==> config.mk <==
export PLATFORM = sky130hd
export DESIGN_NAME = _demux16_stream_flat
export DESIGN_NICKNAME = d
export VERILOG_FILES = /design/src/rtl/_demux16_stream_if.sv /design/src/rtl/_demux16_stream.sv /design/src/flat_wrapper.sv
export SDC_FILE = /design/constraint.sdc
export NUM_CORES = 1
export LEC_CHECK = 0
export ABC_AREA = 0
export BUFFER_PORTS_ARGS = -buffer_cell sky130_fd_sc_hd__buf_2
export CAP_MARGIN = 20
export CELL_PAD_IN_SITES_DETAIL_PLACEMENT = 1
export CELL_PAD_IN_SITES_GLOBAL_PLACEMENT = 2
export CORE_MARGIN = 3
export CORE_UTILIZATION = 26
export CTS_BUF_LIST = sky130_fd_sc_hd__clkbuf_8 sky130_fd_sc_hd__clkbuf_16
export DETAILED_ROUTE_END_ITERATION = 7
export PLACE_DENSITY_LB_ADDON = 0.15
export SYNTH_ARGS = -nofsm -noshare
export SYNTH_HDL_FRONTEND = slang
export SYNTH_SLANG_ARGS = --single-unit
==> constraint.sdc <==
create_clock -name clk -period 4.23 [get_ports clk]
set_input_delay 0.2115 -clock clk [delete_from_list [all_inputs] [get_ports clk]]
set_output_delay 0.2115 -clock clk [all_outputs]
set_load 0.02 [all_outputs]
==> src/rtl/_demux16_stream_if.sv <==
// Handshake bundle for the 1-to-16 stream demux: one input port, 16 valid/ready
// output channels sharing a single data bus.
interface _demux16_stream_if #(
  parameter int N = 32
);
  logic         in_valid;
  logic         in_ready;
  logic [3:0]   in_sel;
  logic [N-1:0] in_data;
  logic [15:0]  out_valid;
  logic [15:0]  out_ready;
  logic [N-1:0] out_data;

  modport master (
    output in_valid, in_sel, in_data, out_ready,
    input  in_ready, out_valid, out_data
  );

  modport slave (
    input  in_valid, in_sel, in_data, out_ready,
    output in_ready, out_valid, out_data
  );
endinterface

==> src/rtl/_demux16_stream.sv <==
// Registered 1-to-16 demultiplexer: a one-entry buffer steers each word to the
// channel named by its index, with a wrapping count of delivered words.
module _demux16_stream #(
  parameter int N     = 32,
  parameter int CNT_W = 16
) (
  input  logic             clk,
  input  logic             rst_n,
  _demux16_stream_if.slave bus,
  output logic [CNT_W-1:0] xfer_cnt
);

  typedef enum logic {EMPTY = 1'b0, FULL = 1'b1} state_e;

  state_e           full_q, full_d;
  logic [3:0]       sel_q, sel_d;
  logic [N-1:0]     data_q, data_d;
  logic [CNT_W-1:0] cnt_q, cnt_d;
  logic             drain;
  logic             accept;

  // Only the addressed channel's ready matters; the other 15 are ignored.
  assign drain        = (full_q == FULL) & bus.out_ready[sel_q];
  assign bus.in_ready = (full_q == EMPTY) | drain;
  assign accept       = bus.in_valid & bus.in_ready;

  always_comb begin
    full_d = full_q;
    sel_d  = sel_q;
    data_d = data_q;
    cnt_d  = cnt_q;
    if (accept) begin
      full_d = FULL;
      sel_d  = bus.in_sel;
      data_d = bus.in_data;
    end else if (drain) begin
      full_d = EMPTY;
    end
    if (drain) cnt_d = cnt_q + CNT_W'(1);
  end

  always_ff @(posedge clk) begin
    if (!rst_n) begin
      full_q <= EMPTY;
      sel_q  <= '0;
      data_q <= '0;
      cnt_q  <= '0;
    end else begin
      full_q <= full_d;
      sel_q  <= sel_d;
      data_q <= data_d;
      cnt_q  <= cnt_d;
    end
  end

  for (genvar k = 0; k < 16; k++) begin : g_chan
    localparam logic [3:0] K = 4'(k);
    assign bus.out_valid[k] = (full_q == FULL) & (sel_q == K);
  end

  assign bus.out_data = data_q;
  assign xfer_cnt     = cnt_q;

endmodule

==> src/flat_wrapper.sv <==
// flat-port wrapper written by rule: the top's interface ports become plain ports
module _demux16_stream_flat 
#(
  parameter int N     = 32,
  parameter int CNT_W = 16
)
  (clk, rst_n, xfer_cnt, bus_in_valid, bus_in_sel, bus_in_data, bus_out_ready, bus_in_ready, bus_out_valid, bus_out_data);
  _demux16_stream_if #(.N(N)) bus_i ();
  input  logic clk;
  input  logic rst_n;
  output logic [CNT_W-1:0] xfer_cnt;
  input wire logic [$bits(bus_i.in_valid)-1:0] bus_in_valid;
  input wire logic [$bits(bus_i.in_sel)-1:0] bus_in_sel;
  input wire logic [$bits(bus_i.in_data)-1:0] bus_in_data;
  input wire logic [$bits(bus_i.out_ready)-1:0] bus_out_ready;
  output wire logic [$bits(bus_i.in_ready)-1:0] bus_in_ready;
  output wire logic [$bits(bus_i.out_valid)-1:0] bus_out_valid;
  output wire logic [$bits(bus_i.out_data)-1:0] bus_out_data;
  assign bus_i.in_valid = bus_in_valid;
  assign bus_i.in_sel = bus_in_sel;
  assign bus_i.in_data = bus_in_data;
  assign bus_i.out_ready = bus_out_ready;
  assign bus_in_ready = bus_i.in_ready;
  assign bus_out_valid = bus_i.out_valid;
  assign bus_out_data = bus_i.out_data;
  _demux16_stream #(.N(N), .CNT_W(CNT_W)) u_core (.clk(clk), .rst_n(rst_n), .bus(bus_i), .xfer_cnt(xfer_cnt));
endmodule
* Word-level counts from Yosys, hierarchy flattened *
Cells that the tools add are included.

operators by class
  bitwise logic cells = 20
  add/subtract/negate cells = 1
  magnitude comparators = 1
  muxes and demuxes = 4
  reduce and logical (&&, ||, !) cells = 2
  equal/unequal tests = 15

operator list
  kind                                                 count
  equality test 4 bit, second input constant           8
  bitwise AND 1 bit                                    18
  adder 16 x 1 -> 16 bit, second input constant        1
  equality test 4 x 3 -> 1 bit, second input constant  4
  equality test 4 x 2 -> 1 bit, second input constant  2
  < comparator 4 x 5 -> 1 bit, second input constant   1
  binary-select mux 1 bit (select 4 bit)               1
  equality test 4 x 1 -> 1 bit, second input constant  1
  logical NOT 4 bit                                    1
  2-to-1 mux 1 bit                                     3
  nonzero test 2 bit                                   1
  inverter 1 bit                                       1
  OR 1 bit                                             1

word-level totals
  flip-flop bits (word level) = 53
  logic and storage cells = 47
  bits of input ports = 55
  output and inout port bits = 65

* Longest topological paths before layout *
  word-level depth = 6
  gate-level depth with buffers = 7

* Worst setup path after synthesis *
Ideal clock, no wire load.

  path kind = reg2reg
  from = register u_core.sel_q[1]
  to = register u_core.full_q
  path buffers = 2
  data required time = 4160 ps
  library setup time = 70 ps
  stages on the path, launching flop included = 7
  slack = 1914 ps
  data arrival time = 2246 ps
  clock period less this slack = 2316 ps
  path through = dfxtp_1 buf_2 mux4_2 mux4_2 buf_2 or2_1 a21boi_1

between the ends
  word-level cells in the longest chain between the ends = 6

ends and longest elaborated chain
  item                                                           line                   source
  start, declared                                                _demux16_stream.sv:16  logic [3:0] sel_q, sel_d;
  start signal, assigned                                         _demux16_stream.sv:50  sel_q <= sel_d;
  binary-select mux 1 bit (select 4 bit) *                       _demux16_stream.sv:23  assign drain = (full_q == FULL) & bus.out_ready[sel_q];
  2-to-1 mux 1 bit (not written as such) *                       _demux16_stream.sv:23
  bitwise AND 1 bit *                                            _demux16_stream.sv:23
  OR 1 bit *                                                     _demux16_stream.sv:24  assign bus.in_ready = (full_q == EMPTY) | drain;
  named net bus_in_ready                                         flat_wrapper.sv:16     output wire logic [$bits(bus_i.in_ready)-1:0] bus_in_ready;
  bitwise AND 1 bit *                                            _demux16_stream.sv:25  assign accept = bus.in_valid & bus.in_ready;
  2-to-1 mux 1 bit / nonzero test 2 bit (equally long branches)  --
  end signal, assigned                                           _demux16_stream.sv:49  full_q <= full_d;
  end, declared                                                  _demux16_stream.sv:15  state_e full_q, full_d;

Mark *: on every way through the listed nets, which the timed path passes. The rest lies on a longest branch. The select of a mux whose other input is x is not followed.
A chain may end at the register's enable or synchronous reset.

* Worst setup path after layout *
  from = register u_core.sel_q[1]
  to = register u_core.data_q[13], in the netlist u_core.bus.out_data[13]

between the ends
  word-level cells in the longest chain between the ends = 5

ends and longest elaborated chain
  item                                    line                   source
  binary-select mux 1 bit (select 4 bit)  _demux16_stream.sv:23
  2-to-1 mux 1 bit (not written as such)  _demux16_stream.sv:23
  bitwise AND 1 bit                       _demux16_stream.sv:23
  OR 1 bit                                _demux16_stream.sv:24
  bitwise AND 1 bit                       _demux16_stream.sv:25
  end signal, assigned                    _demux16_stream.sv:51  data_q <= data_d;
  end, declared                           _demux16_stream.sv:17  logic [N-1:0] data_q, data_d;

No other way between the ends. The select of a mux whose other input is x is not followed.

==> results.ini <==
[run_status]
status=completed

[placed_design]
place_ws_ns=1.33
port_buffers=119
dp_hpwl_um=4940
gp_congestion=0.700

[worst_setup_path]
crit_path_cell_trace=mux4_2, mux4_2, o21ai_4, buf_4, o21ai_0
slowest_stage=mux4_2
crit_fanout=72
required_ns=4.40
crit_top_cell=mux4_2
worstPathArrival_ns=3.02
crit_path_end_kind=flip-flop
cp-start-kind=flip-flop
timing.setup.critical_path_class=reg2reg
critPathMaxStageDelay_ns=0.64

[pwr]
seqPwrFrac_pct=55.0
clockPowerShare_pct=27.9
power-per-cell-area_nw_per_um2=324
p_switching_uw=291
ir_drop_mv=0.138
p_leak_uw=0.00139
pwr-share-comb_pct=17.1
p_int_uw=705
switching_share_pct=29.2

[timing]
relSlewSlack_pct=58.9
fin_setup_tns_ns=0
slew_violations=0
skew_ns=0.0120
finalCritPeriodShare_pct=67.4
rsz0062_at_grt=false
fmax_mhz=351
finalCriticalPeriod_ns=2.85
worstMarginPinSlew_ns=0.617
fin_ws_ns=1.38
hold_viol_final=0
setup_viol=0

[detailed_routing]
drtIter0Drc=28
drtPass1Iterations=4
drt_wl_total_um=6650
vias=2333
drc_errors=0
antenna_left=0
avgViaCountPerCell=4.71
post_drt_wl_per_cell_um=13.4

[cts]
ctsHoldBuffers=0
clock_latency_ns=0.31
cts-root-buf=clkbuf_8
cts_made_buffers=5
post_cts.resized_instances=0
cts_tree=done
clk_pin_slew_ns=0.09
h-tree-depth=2
clock-sinks=53
cts_buffer_depth=2
cts_setup_buffers=0

[synthesis]
ys_seq_area_share_pct=45.3
synthSimpleGateAreaFrac_pct=28.3
synthMuxAreaShare_pct=4.81
avgSynthCellArea_um2=8.28
syn_nets=339
yosysMostFrequentCell=dfxtp_1
synth_top_area_share_pct=45.3
synth-compound-area-share_pct=12.4
synthDistinctLibCells=31
synth_warnings=0
synth_common_cells=dfxtp_1 (53), nand3_1 (48), nand2_1 (43)
ys_seq_elements=53
syn_area_um2=2340
syn_inst=283
synthFlopType=dfxtp_1
synth_area_leaders=dfxtp_1 (45%), nand3_1 (10%), o21ai_0 (7.1%)
synth_edf_count=0
yosys.area_share.adder_pct=0.534
async_reset_ff_share_pct=0
synth_xor_area_share_pct=3.37
synth_top_area_cell=dfxtp_1
synth_top_family_by_area=simple AND/OR/NAND/NOR gates

[global_route]
grt_pass1_vias=2191
global_route.usage.met2_pct=20.3
grt_usage_pct=12.8
grt_max_degree=73
antenna_found_initial=0
grt_pass1_wl_um=10700
grt_overflow_total=0
met3_usage_pct=5.61
met1_usage_pct=16.2
busiest_layer=met2

[floorplanning]
rows=33
ios=120
core_area_um2=8460
dieWidth_um=101
die_y_um=101
die-area_um2=10200
start_util_pct=27.7

[layout]
diodes=0
area_delta_synth_final_pct=31.4
multi_input_area_um2=1160
seqCellArea_um2=1060
drive_gt1_share_pct=34.4
fill_cells=1047
fin_nets=445

[job]
drv_cap=0

[hold_path]
hold_class=in2reg

-- routing by layer --
metal	vias to the layer above	wire, µm
li1	1191	-
met4	0	61
met1	1076	2880
met5	-	0
met2	58	3130
met3	8	574
-- logic make-up after synthesis --
group,count (synthesis)
AOI/OAI and AO/OA,51
buffers and inverters,26
adders and majority gates,1
xor gates and xnor gates,9
muxes,5
DFF,53
and+or+nand+nor,138
-- worst max-delay path: cells and delay by family (launching register included) --
kind	cells	cell delay (ns)
muxes	2	1.20
DFF	1	0.62
buffers and inverters	1	0.52
AOI/OAI and AO/OA	2	0.36
-- placed cells by master, fill, tap and decap left out --
cell type and count:
or3_1 5, nand2_1 43, o21ai_4 1, xnor2_1 8, mux4_2 5, buf_12 1
and3_1 3, nand3_1 48, xor2_1 1, nand3b_1 1, ha_1 1, nor4_1 2
or2_1 1, inv_1 5, a21boi_0 5, buf_4 2, o211ai_1 2, nand4_1 4
o31ai_1 2, o21ai_1 7, dfxtp_1 53, nor2b_1 1, buf_2 119, clkinvlp_4 1
nor2_1 10, clkbuf_8 5, and2_1 9, nand2b_1 4, a21boi_1 1, o21ai_0 33
nor3_1 7
-- sequential cells by signal, indices dropped and copies added, names as in the netlist --
register	flops
u_core.xfer_cnt	16
u_core.sel_q	4
u_core.bus.out_data	32
u_core.full_q	1
-- through the flow --
step / cell area, µm² / power, µW / hold slack [ns] / util, % / std cells
after global routing: 3080 / 1060 / 0.119 / 36.3 / 495
after floorplan: 2340 / 668 / 0.340 / - / 283
after global placement: 2970 / 728 / 0.442 / 35.1 / 486
after detailed placement: 2970 / 732 / 0.452 / 35.1 / 486
after CTS: 3060 / 1020 / 0.112 / 36.1 / 494
final: 3080 / 995 / 0.126 / 36.3 / 495
-- layout make-up --
type | count | area share (%)
Clock inverter | 3 | 0.488
Tap cell | 105 | 4.27
Inverter | 3 | 0.366
Timing Repair Buffer | 122 | 20.5
Multi-Input combinational cell | 204 | 37.7
Sequential cell | 53 | 34.5
Clock buffer | 5 | 2.24
-- worst paths after layout --
path,to,slack [ns],startpoint,cells past startpoint
worst min-delay path,u_core.bus.out_data[5]$_SDFFE_PN0P_,0.13,bus_in_data[5],3
worst min register to register,u_core.bus.out_data[6]$_SDFFE_PN0P_,0.46,u_core.bus.out_data[6]$_SDFFE_PN0P_,2
worst max register to register,u_core.bus.out_data[13]$_SDFFE_PN0P_,1.38,u_core.sel_q[1]$_SDFFE_PN0P_,5
worst max-delay path,u_core.bus.out_data[13]$_SDFFE_PN0P_,1.38,u_core.sel_q[1]$_SDFFE_PN0P_,5
-- power by group through the flow --
stage	Clock (µW)	Combinational (µW)	Sequential, µW
CTS	298	172	548
finish	278	170	547
detailed placement	0	172	560
global placement	0	169	559
floorplan	0	87.8	580
global route	318	190	553
(Power assumes the default switching activity.)
